$ cat src/rtl/flaw_alarm_detect.sv
// flaw_alarm_detect
// -----------------
// Echo-threshold detector that feeds the buzzer driver. Inside a measurement
// gate, each valid echo sample is compared against a threshold latched at the
// gate start. A run of CONFIRM_N consecutive over-threshold samples confirms a
// flaw and fires a one-cycle alarm_en, rate-limited by a holdoff timer that
// runs independently of the gates. Each gate ends with a peak/flaw summary.
//
// Ports
//   clk           system clock, rising edge
//   reset         synchronous, active-high reset
//   gate_start    one-cycle pulse opening a gate (accepted only while idle)
//   gate_len      number of valid samples in the gate, latched with gate_start
//   threshold     unsigned compare level, latched with gate_start
//   sample_valid  qualifies sample_data
//   sample_data   unsigned echo amplitude
//   alarm_en      one-cycle flaw trigger to the buzzer
//   result_valid  one-cycle pulse, summary outputs updated on the same edge
//   flaw_detected flaw confirmed in the last completed gate
//   peak_value    maximum sample of the last completed gate
//   peak_index    0-based index of the first occurrence of that maximum
//   busy          high while a gate is open
module flaw_alarm_detect #(
    parameter int unsigned DATA_W    = 10,
    parameter int unsigned CONFIRM_N = 4,
    parameter logic [31:0] HOLDOFF   = 32'd100_000_000
) (
    input  logic              clk,
    input  logic              reset,
    input  logic              gate_start,
    input  logic [15:0]       gate_len,
    input  logic [DATA_W-1:0] threshold,
    input  logic              sample_valid,
    input  logic [DATA_W-1:0] sample_data,
    output logic              alarm_en,
    output logic              result_valid,
    output logic              flaw_detected,
    output logic [DATA_W-1:0] peak_value,
    output logic [15:0]       peak_index,
    output logic              busy
);

    localparam int unsigned      RUN_W   = $clog2(CONFIRM_N + 1);
    localparam logic [RUN_W-1:0] RUN_MAX = RUN_W'(CONFIRM_N);

    localparam logic [0:0] ST_IDLE = 1'b0;
    localparam logic [0:0] ST_GATE = 1'b1;

    logic [0:0]        state;
    logic [15:0]       len_q;
    logic [15:0]       cnt_q;
    logic [DATA_W-1:0] thr_q;
    logic [DATA_W-1:0] peak_q;
    logic [15:0]       idx_q;
    logic [RUN_W-1:0]  run_q;
    logic              flaw_q;
    logic              fired_q;
    logic [31:0]       holdoff_q;

    logic              over;
    logic              confirm;
    logic              peak_upd;
    logic              last_sample;
    logic [RUN_W-1:0]  run_next;
    logic [15:0]       cnt_next;

    // Per-sample decisions, evaluated against the current sample.
    always_comb begin
        over = (sample_data > thr_q);
        if (!over) begin
            run_next = '0;
        end else if (run_q == RUN_MAX) begin
            run_next = RUN_MAX;
        end else begin
            run_next = run_q + 1'b1;
        end
        // Confirmation is the transition into CONFIRM_N, not staying saturated,
        // so a run that was held off can never fire a late alarm.
        confirm     = over && (run_q != RUN_MAX) && (run_next == RUN_MAX);
        peak_upd    = (sample_data > peak_q);
        cnt_next    = cnt_q + 16'd1;
        last_sample = (cnt_next == len_q);
    end

    always_ff @(posedge clk) begin
        if (reset) begin
            // NOTE: every register, including the summary outputs, is reset so
            // the block comes out of reset with all outputs at 0.
            state         <= ST_IDLE;
            len_q         <= '0;
            cnt_q         <= '0;
            thr_q         <= '0;
            peak_q        <= '0;
            idx_q         <= '0;
            run_q         <= '0;
            flaw_q        <= 1'b0;
            fired_q       <= 1'b0;
            holdoff_q     <= '0;
            alarm_en      <= 1'b0;
            result_valid  <= 1'b0;
            flaw_detected <= 1'b0;
            peak_value    <= '0;
            peak_index    <= '0;
        end else begin
            // NOTE: pulses default low here; a later non-blocking assignment in
            // this same block overrides the default for that cycle.
            alarm_en     <= 1'b0;
            result_valid <= 1'b0;

            if (holdoff_q != 32'd0) begin
                holdoff_q <= holdoff_q - 32'd1;
            end

            case (state)
                ST_IDLE: begin
                    if (gate_start) begin
                        len_q   <= gate_len;
                        thr_q   <= threshold;
                        run_q   <= '0;
                        cnt_q   <= '0;
                        peak_q  <= '0;
                        idx_q   <= '0;
                        flaw_q  <= 1'b0;
                        fired_q <= 1'b0;
                        if (gate_len == 16'd0) begin
                            // Empty gate: immediate all-zero summary.
                            result_valid  <= 1'b1;
                            flaw_detected <= 1'b0;
                            peak_value    <= '0;
                            peak_index    <= '0;
                        end else begin
                            state <= ST_GATE;
                        end
                    end
                end

                ST_GATE: begin
                    if (sample_valid) begin
                        run_q <= run_next;
                        cnt_q <= cnt_next;
                        if (peak_upd) begin
                            peak_q <= sample_data;
                            idx_q  <= cnt_q;
                        end
                        if (confirm) begin
                            flaw_q <= 1'b1;
                            // Holdoff is only loaded when it is already 0, so
                            // this load never collides with the decrement.
                            if ((holdoff_q == 32'd0) && !fired_q) begin
                                alarm_en  <= 1'b1;
                                holdoff_q <= HOLDOFF;
                                fired_q   <= 1'b1;
                            end
                        end
                        if (last_sample) begin
                            // The final sample itself may set the peak or the flaw.
                            result_valid  <= 1'b1;
                            flaw_detected <= flaw_q | confirm;
                            peak_value    <= peak_upd ? sample_data : peak_q;
                            peak_index    <= peak_upd ? cnt_q : idx_q;
                            state         <= ST_IDLE;
                        end
                    end
                end

                default: state <= ST_IDLE;
            endcase
        end
    end

    assign busy = (state == ST_GATE);

endmodule
$ cat config.mk
export PLATFORM = sky130hd
export DESIGN_NAME = flaw_alarm_detect
export DESIGN_NICKNAME = d
export VERILOG_FILES = /design/src/rtl/flaw_alarm_detect.sv
export SDC_FILE = /design/constraint.sdc
export NUM_CORES = 1
export LEC_CHECK = 0
export CORE_AREA = 2 2 141 102
export CTS_BUF_LIST = sky130_fd_sc_hd__clkbuf_8
export DETAILED_ROUTE_END_ITERATION = 16
export DIE_AREA = 0 0 143 104
export GPL_ROUTABILITY_DRIVEN = 0
export PLACE_DENSITY_LB_ADDON = 0.12
export SLEW_MARGIN = 20
export SYNTH_ARGS = -nofsm -noshare
export SYNTH_HDL_FRONTEND = slang
export SYNTH_SLANG_ARGS = --single-unit
$ cat constraint.sdc
create_clock -name clk -period 3.2 [get_ports clk]
set_input_delay 0.32 -clock clk [delete_from_list [all_inputs] [get_ports clk]]
set_output_delay 0.32 -clock clk [all_outputs]
set_load 0.01 [all_outputs]
==> impl_results.md, run 1 <==
- Core Rows: 36
- Final-report hold violation count: 0
- Met1 usage: 0.3311
- I/O pin cnt: 70
- Placed cells: 1,013
- Yosys warnings: 0
- Count leader, synth: dfxtp_1
- Final min period: 2.825 ns
- Synthesized area per cell: 8.421 sq um
- Min setup slack post-route: 0.3752 ns
- CTS clk-pin slew, worst paths: 0.09 ns
- Fmax: 0.3540 GHz
- Required @ worst endpoint: 3.54 ns
- Synth Area in Adders: 0.04726
- Leak pwr: 0.003097 uW
- WL/cell: 15.11 um
- Clock latency on the worst-skew pair: 0.44 ns
- Core box area: 13,560 sq um
- FFs w/ async S/R, synth: 0
- First-pass GRT wire length: 26,640 um
- Total congestion overflow: 0
- Fin cells: 1,045
- Post-synth EDFFs: 0
- Initial Util: 0.4882
- CTS tree: done
- Antenna violations before repair: 0
- DRC: 0
- H-tree lvl count: 4
- Share of cells above drive strength 1: 0.07368
- Post-synthesis compound-gate area fraction: 0.1870
- Mux cell area share after synthesis: 0.04707
- Startpoint Class: register
- DR vias: 5,811
- Cell count after synthesis: 786
- Post_cts resized: 0
- RSZ-0062 raised after global routing: false
- Peak supply drop: 0.5857 mV
- Die Wd: 143 um
- Simple-gate portion of the synthesized area: 0.2202
- Grt peak-use layer: met1
- Critical path class: register to register
- CP endpoint kind: register
- Synth Flop Type: dfxtp_1
- #FFs+latches synth: 135
- Nets: 907
- Placed wire-length estimate: 11,320 um
- N_diodes: 0
- Relative slew slack: 0.3509
- Post-synthesis sequential area ratio: 0.4083
- Worst Reg-to-Reg Cells: 7
- Tcrit/Tclk final: 0.8827
- Final wirelength: 15,790 um
- List of most frequent post-synthesis cells: 135 x dfxtp_1, 109 x nand2_1, 72 x a21oi_1
- Setup TNS: 0 ns
- Mapped Area: 6619 sq um
- Worst clock skew: 0.01733 ns
- R2r setup slk: 0.38 ns
- Largest net degree at the start of global routing: 86
- Hold Path Depth: 3
- Ranking of synthesized cells by area: dfxtp_1 41%, nand2_1 6.2%, a21oi_1 5.4%
- Post-CTS setup buffer count: 0
- Post-synthesis xor/xnor area fraction: 0.04367
- Crit path DAT: 3.17 ns
- Design Area, Final: 7925 sq um
- Via density: 5.561
- Met3 track demand over resource: 0.05341
- Syn_nets: 851
- Worst-margin pin slew: 0.9736 ns
- Synth top area share: 0.4083
- Total Routing Usage GR: 0.2221
- Cts hold-fix bufs: 0
- P per Cell Area: 658.8 nW/um^2
- Die height: 104 um
- P&R area growth vs syn: 19.74%
- Vias in the first global route: 5,317
- Post-place setup slack: 0.3467 ns
- Clock Sinks: 135
- Drt initial violations: 456
- HP Class: input port to register
- CTS root buf: clkbuf_8
- Clock buffer count from CTS: 17
- Yosys top cell by area: dfxtp_1
- Max Cap Viol: 0
- Full die area: 14,870 sq um
- Area after DPL: 7490 sq um
- Grt met2 use: 0.3209
- CP max FO: 9
- CTS Buffer Depth: 2
- Antenna Violating Nets Remaining: 0
- Status: complete, no violations
- Largest family of logic cells by synthesized area: simple AND/OR/NAND/NOR gates
- Final Setup Violations: 0
- Netlist cell types: 59
- 1st-pass router iterations: 5
- PortBufs: 69
- Hold slack: 0.3022 ns
- Pins Over Slew Limit: 0
## critical path, stage by stage (launching register included)
cell and delay, ns:
dfxtp_1 0.35, or3_4 0.42, or4_4 0.46, nor4b_4 0.36
nand3_4 0.21, nor4_4 0.54, nor3_1 0.12, a2111oi_2 0.28
## worst paths after layout
kind | start | to
min reg2reg | peak_value[6] | peak_value[6]
max | holdoff_q[8] | holdoff_q[20]
max reg2reg | holdoff_q[8] | holdoff_q[20]
min | reset | busy
## through the flow
step | total power, uW | utilization
after global routing | 5548 | 0.5845
final | 5221 | 0.5845
after global placement | 3617 | 0.5524
after floorplan | 3336 | -
after CTS | 5241 | 0.5845
after detailed placement | 3684 | 0.5524
## kinds of logic (layout without fill, tap and decap cells)
logic type	Yosys count	after routing
buffers and inverters	80	149
AOI/OAI and AO/OA	188	188
adders and majority gates	25	25
xor gates and xnor gates	33	33
and+or+nand+nor	294	294
DFF	135	135
muxes	31	31
## per-layer routing
layer,vias to the layer above,part of all wire
met5,-,0
met4,0,0.0084
met3,15,0.065
met2,188,0.42
met1,2697,0.50
li1,2911,-
## flip-flops by register name, indices dropped and copies added (netlist names), 10 cells and up
register    cells
peak_q         10
peak_index     16
thr_q          10
len_q          16
cnt_q          16
idx_q          16
holdoff_q      32
peak_value     10
## placed cells by master (no fill, tap or decap), types with 9 or more instances in the layout
cell,netlist,final
a22oi_1,32,32
mux2i_1,30,30
nand2b_1,9,9
nand3_1,10,10
nor2_1,56,56
o21ai_0,20,20
nor4_1,14,14
dfxtp_1,135,135
ha_1,25,25
buf_4,0,17
xor2_1,12,12
a22o_1,25,25
and3_1,9,9
a21oi_1,72,71
nand2_1,109,109
clkdlybuf4s50_1,0,68
xnor2_1,21,21
nor3_1,36,35
clkbuf_8,0,18
nand4_1,11,11
inv_1,31,31
## power breakdown
group	switching, uW	internal (uW)	total [uW]
Clock	736	818	1550
Sequential	199	1880	2080
Combinational	887	698	1590
Total	1820	3400	5220
## area by class of cell
cell class | count | area [sq um]
Timing Repair Buffer | 86 | 813.3
Sequential cell | 135 | 2703
Tap cell | 190 | 237.7
Inverter | 31 | 116.4
Fill cell | 1183 | 5633
Clock inverter | 14 | 187.7
Multi-Input combinational cell | 571 | 3620
Clock buffer | 18 | 247.7
No activity file was read; power rests on OpenSTA's default activity.
==> inputs of run 2 (changes only) <==
--- a/config.mk
+++ b/config.mk
@@ -10,7 +10,7 @@
 export DETAILED_ROUTE_END_ITERATION = 16
 export DIE_AREA = 0 0 143 104
 export GPL_ROUTABILITY_DRIVEN = 0
-export PLACE_DENSITY_LB_ADDON = 0.12
+export PLACE_DENSITY = 0.71
 export SLEW_MARGIN = 20
 export SYNTH_ARGS = -nofsm -noshare
 export SYNTH_HDL_FRONTEND = slang
==> run 2 against run 1 <==
First-iteration DRC count fell by 29%. Cell count did not move. Clock-buffer cell count decreased by 1. Clock power is 14% lower. Clock skew decreased by 0.0055 ns. Global-route usage decreased by 0.27 points. Cell area is 0.71% lower. Largest cell class unchanged.
==> impl_results.md, run 2 (synthesis gave the netlist of run 1 again) <==
- Status: complete, no violations
- Total congestion overflow: 0 (unchanged)
- Post-CTS setup buffer count: 0 (unchanged)
- Antenna Violating Nets Remaining: 0 (unchanged)
- Worst clock skew: 0.01180 ns (-0.005530 ns)
- Peak supply drop: 0.5074 mV (-13%)
- Post_cts resized: 0 (unchanged)
- Antenna violations before repair: 0 (unchanged)
- Final Setup Violations: 0 (unchanged)
- P per Cell Area: 634.2 nW/um^2 (-3.7%)
- 1st-pass router iterations: 5 (unchanged)
- Core box area: 13,560 sq um (unchanged)
- PortBufs: 69 (unchanged)
- Critical R2R Capture: peak_index[9]
- Drt initial violations: 326 (-29%)
- Worst Reg-to-Reg Cells: 9 (+2)
- Clock Sinks: 135 (unchanged)
- CP Launch Point: cnt_q[0]
- Hold slack: 0.3799 ns (+0.07771 ns)
- CTS root buf: clkbuf_8
- Initial Util: 0.4882 (unchanged)
- Largest net degree at the start of global routing: 57 (-34%)
- Most frequent cells in the layout: 135 x dfxtp_1, 109 x nand2_1, 71 x a21oi_1
- Max reg flops: 32 (unchanged)
- Pins Over Slew Limit: 0 (unchanged)
- Max Cap Viol: 0 (unchanged)
- Most flop-heavy register: holdoff_q
- Setup TNS: 0 ns (unchanged)
- Crit path DAT: 3.29 ns (+0.12 ns)
- Multi-input gate area: 3627 sq um (+0.21%)
- Total Routing Usage GR: 0.2194 (-0.002696)
- H-tree lvl count: 4 (unchanged)
- Cts hold-fix bufs: 0 (unchanged)
- Worst setup path endpoint: peak_index[9]
- CTS Buffer Depth: 2 (unchanged)
- Vias in the first global route: 5,603 (+5.4%)
- Via density: 5.639 (+1.4%)
- Post-place setup slack: 0.1860 ns (-0.1608 ns)
- DR vias: 5,893 (+1.4%)
- CP endpoint kind: register
- Final min period: 2.970 ns (+0.1450 ns)
- Leak pwr: 0.003052 uW (-1.5%)
- CTS clk-pin slew, worst paths: 0.08 ns (about the same)
- Full die area: 14,870 sq um (unchanged)
- N_diodes: 0 (unchanged)
- Pwr Total: 4990 uW (-4.4%)
- R2r setup slk: 0.23 ns (-0.15 ns)
- First-pass GRT wire length: 26,450 um (-0.72%)
- CTS tree: done
- CP max FO: 26 (+17)
- WL/cell: 15.41 um (+2.0%)
- Final wirelength: 16,100 um (+2.0%)
- Clock buffer count from CTS: 17 (unchanged)
- Placed wire-length estimate: 11,620 um (+2.6%)
- Worst r2r src: cnt_q[0]
- Die Wd: 143 um (unchanged)
- Fmax: 0.3367 GHz (-4.9%)
- Startpoint Class: register
- I/O pin cnt: 70 (unchanged)
- Nets: 907 (unchanged)
- HP Class: input port to register
- DRC: 0 (unchanged)
- FF+latch area: 2703 sq um (unchanged)
- Relative slew slack: 0.3201 (-0.03083)
- Tcrit/Tclk final: 0.9280 (+0.04531)
- Worst-margin pin slew: 1.020 ns (+0.04625 ns)
- P&R area growth vs syn: 18.88%
- Required @ worst endpoint: 3.52 ns (-0.02 ns)
- Clock latency on the worst-skew pair: 0.45 ns (about the same)
- Critical path class: register to register
- Share of cells above drive strength 1: 0.07602 (+0.002339)
- Commonest non-fill, non-tap cell in the layout: dfxtp_1
- Die height: 104 um (unchanged)
- Core Rows: 36 (unchanged)
- Final-report hold violation count: 0 (unchanged)
- RSZ-0062 raised after global routing: false
- Min setup slack post-route: 0.2302 ns (-0.1450 ns)
- Fill cells: 1,171 (-1.0%)
-- run 2: worst min path at each step --
stage                   from       endpoint  slack (ns)  depth (start not counted)
CTS                    reset  holdoff_q[17]        0.37                          2
floorplan           thr_q[1]       thr_q[1]        0.44                          2
global placement    thr_q[8]       thr_q[8]        0.44                          2
detailed placement  thr_q[4]       thr_q[4]        0.45                          2
finish                 reset  holdoff_q[17]        0.38                          2
global route           reset       thr_q[1]        0.41                          2
-- run 2: report_power, final --
group          switching [uW]  leakage (uW)  internal, uW
clock                     763      0.000176           567
combinational             892       0.00178           690
sequential                195       0.00110          1880
-- run 2: area by class of cell --
cell class                      count  area share
Clock buffer                       17     0.02973
Multi-Input combinational cell    571      0.4610
Inverter                           31     0.01479
Timing Repair Buffer               86      0.1038
Clock inverter                     15     0.01701
Sequential cell                   135      0.3435
Tap cell                          190     0.03021
-- run 2: per-layer routing --
layer	GRT usage	wire, um	vias to the layer above
met3	0.03729	981	21
met5	0	0	-
met1	0.3167	8034	2779
met2	0.3349	6888	188
li1	-	-	2905
met4	0.06577	198	0
-- run 2: stage by stage --
step                        util  instance area (sq um)  std cells
after global routing      0.5804                   7869       1045
after global placement    0.5524                   7490       1013
final                     0.5804                   7869       1045
after CTS                 0.5796                   7858       1045
after detailed placement  0.5524                   7490       1013
after floorplan                -                   6619        786
-- run 2: critical path: stages (launching register included) --
cell and delay (ns):
dfxtp_1 0.51, ha_1 0.35, nand3_1 0.22, nor2_2 0.32, and3_1 0.26, mux2i_1 0.22
o211a_1 0.16, nand4_1 0.30, buf_6 0.34, mux2i_1 0.15
==> inputs of run 3 (changes only) <==
--- a/config.mk
+++ b/config.mk
@@ -5,12 +5,12 @@
 export SDC_FILE = /design/constraint.sdc
 export NUM_CORES = 1
 export LEC_CHECK = 0
-export CORE_AREA = 2 2 141 102
+export CORE_AREA = 2 2 119 121
 export CTS_BUF_LIST = sky130_fd_sc_hd__clkbuf_8
 export DETAILED_ROUTE_END_ITERATION = 16
-export DIE_AREA = 0 0 143 104
+export DIE_AREA = 0 0 121 123
 export GPL_ROUTABILITY_DRIVEN = 0
-export PLACE_DENSITY = 0.71
+export PLACE_DENSITY = 0.7
 export SLEW_MARGIN = 20
 export SYNTH_ARGS = -nofsm -noshare
 export SYNTH_HDL_FRONTEND = slang
==> run 3 against run 2 <==
Sequential share of layout area about the same. Largest cell class unchanged. Critical path type unchanged. Non-clock buffer count increased by 1. Sequential power about the same. Maximum frequency increased by 4.6%. Critical path depth decreased by 2. Clock-buffer cell count increased by 1. Cell area increased by 0.11%. Combinational power about the same. Register-to-register slack improved by 0.13 ns.
==> impl_results.md, run 3 (synthesis gave the netlist of run 1 again) <==
- I/O pin cnt: 70 (unchanged)
- Final Setup Violations: 0 (unchanged)
- Setup TNS: 0 ns (unchanged)
- CP max stage cell: nor4_4
- P per Cell Area: 647.9 nW/um^2 (+2.2%)
- CTS clk-pin slew, worst paths: 0.07 ns (about the same)
- Vias in the first global route: 5,521 (-1.5%)
- Worst clock skew: 0.008790 ns (-0.003006 ns)
- Antenna violations before repair: 0 (unchanged)
- DRC: 0 (unchanged)
- Tcrit/Tclk final: 0.8874 (-0.04067)
- Drt initial violations: 406 (+25%)
- DR vias: 5,855 (-0.64%)
- Crit path DAT: 3.19 ns (-0.10 ns)
- Clock Sinks: 135 (unchanged)
- Max reg flops: 32 (unchanged)
- WP depth: 7 (-2)
- Nets: 908 (+0.11%)
- R2r setup slk: 0.36 ns (+0.13 ns)
- Final wirelength: 15,890 um (-1.3%)
- 1st-pass router iterations: 5 (unchanged)
- Core Rows: 43 (+19%)
- Clock latency on the worst-skew pair: 0.46 ns (about the same)
- Startpoint Class: register
- Worst r2r src: holdoff_q[8]
- Hold Path Depth: 3 (+1)
- Total Routing Usage GR: 0.2200 (+0.0006020)
- Total congestion overflow: 0 (unchanged)
- CP Buf/Inv Count: 0 (-1)
- PortBufs: 69 (unchanged)
- Max Cap Viol: 0 (unchanged)
- HP Class: input port to register
- Relative slew slack: 0.3144 (-0.005740)
- Commonest non-fill, non-tap cell in the layout: dfxtp_1
- Initial Util: 0.4863 (-0.001930)
- CP max FO: 9 (-65%)
- Largest net degree at the start of global routing: 86 (+51%)
- Status: complete, no violations
- Share of cells above drive strength 1: 0.06776 (-0.008266)
- Via density: 5.652 (+0.22%)
- Most flop-heavy register: holdoff_q
- Worst path cell trace: or3_4 -> or4_4 -> nor4b_4 -> nand3_4 -> nor4_4 -> nor3_1 -> a2111oi_2
- Pwr Total: 5104 uW (+2.3%)
- Required @ worst endpoint: 3.55 ns (+0.03 ns)
- Placed wire-length estimate: 11,160 um (-4.0%)
- Full die area: 14,880 sq um (about the same)
- Fmax: 0.3522 GHz (+4.6%)
- RSZ-0062 raised after global routing: false
- Most frequent cells in the layout: 135 x dfxtp_1, 109 x nand2_1, 71 x a21oi_1
- H-tree lvl count: 4 (unchanged)
- Peak supply drop: 0.4640 mV (-8.5%)
- Die Wd: 121 um (-15%)
- Hold slack: 0.2617 ns (-0.1181 ns)
- Antenna Violating Nets Remaining: 0 (unchanged)
- Cts hold-fix bufs: 0 (unchanged)
- Min-Delay Endpoint: busy
- Crit-path max cell delay: 0.55 ns (+0.04 ns)
- CP delay by family, top: simple AND/OR/NAND/NOR gates
- Worst-margin pin slew: 1.028 ns (+0.008611 ns)
- N_diodes: 0 (unchanged)
- P&R area growth vs syn: 19.02%
- WL/cell: 15.34 um (-0.46%)
- First-pass GRT wire length: 26,340 um (-0.42%)
- Critical R2R Capture: holdoff_q[20]
- Worst Reg-to-Reg Cells: 7 (-2)
- Core box area: 13,610 sq um (+0.40%)
- Final min period: 2.840 ns (-0.1301 ns)
- Critical path class: register to register
- Worst min-delay path startpoint: reset
- Post-CTS setup buffer count: 0 (unchanged)
- CTS root buf: clkbuf_8
- Util after Layout: 0.5787 (-0.001650)
- Die height: 123 um (+18%)
- Pins Over Slew Limit: 0 (unchanged)
- Post_cts resized: 0 (unchanged)
- Final-report hold violation count: 0 (unchanged)
- CP endpoint kind: register
- Fill cells: 1,208 (+3.2%)
- CTS Buffer Depth: 2 (unchanged)
- Clock buffer count from CTS: 17 (unchanged)
- CTS tree: done
- Leak pwr: 0.003091 uW (+1.3%)
[run 3: changes by cell type in the layout (fill, tap and decap cells not counted), sizes merged]
| cell | change |
|---|---|
| buf | +1 |
| bufinv | +3 |
| clkinvlp | -1 |
| clkbuf | +1 |
| inv | -3 |
[run 3: worst min-delay path, stage by stage]
cell and delay, ns:
buf_2 0.09, inv_1 0.10, and3_1 0.16
[run 3: how the worst max path moves through the flow]
stage	startpoint	endpoint	slack, ns
4_1_cts	holdoff_q[8]	holdoff_q[20]	0.33
5_1_grt	holdoff_q[8]	holdoff_q[20]	0.15
2_1_floorplan	holdoff_q[8]	holdoff_q[20]	0.62
6_report	holdoff_q[8]	holdoff_q[20]	0.36
3_5_place_dp	sample_data[4]	peak_index[0]	0.21
3_3_place_gp	sample_data[8]	peak_index[3]	0.33
[run 3: area by class of cell]
class                           instances  area [sq um]  area share
Clock buffer                           18         247.7     0.03145
Clock inverter                         14         145.1     0.01842
Inverter                               31         116.4     0.01477
Multi-Input combinational cell        571          3620      0.4595
Sequential cell                       135          2703      0.3431
Tap cell                              180         225.2     0.02859
Timing Repair Buffer                   87         820.8      0.1042
[run 3: power by group]
group	switching (uW)	internal, uW	leakage, uW	total (uW)
clock	655	770	0.000212	1430
sequential	194	1880	0.00110	2080
combinational	895	705	0.00178	1600
[run 3: stage by stage]
step / instance area [sq um] / worst slack [ns] / cells
global route: 7878 / 0.1530 / 1036
global placement: 7485 / 0.3275 / 1004
floorplan: 6619 / 0.6232 / 786
finish: 7878 / 0.3604 / 1036
CTS: 7878 / 0.3314 / 1036
detailed placement: 7485 / 0.2054 / 1004
[run 3: per-layer routing]
metal  vias up  global-route usage  routed length [um]
li1       2917                   -                   -
met1      2764              0.2871                7423
met2       141              0.3448                7379
met3        33             0.05996                 713
met4         0             0.09084                 373
met5         -                   0                   0
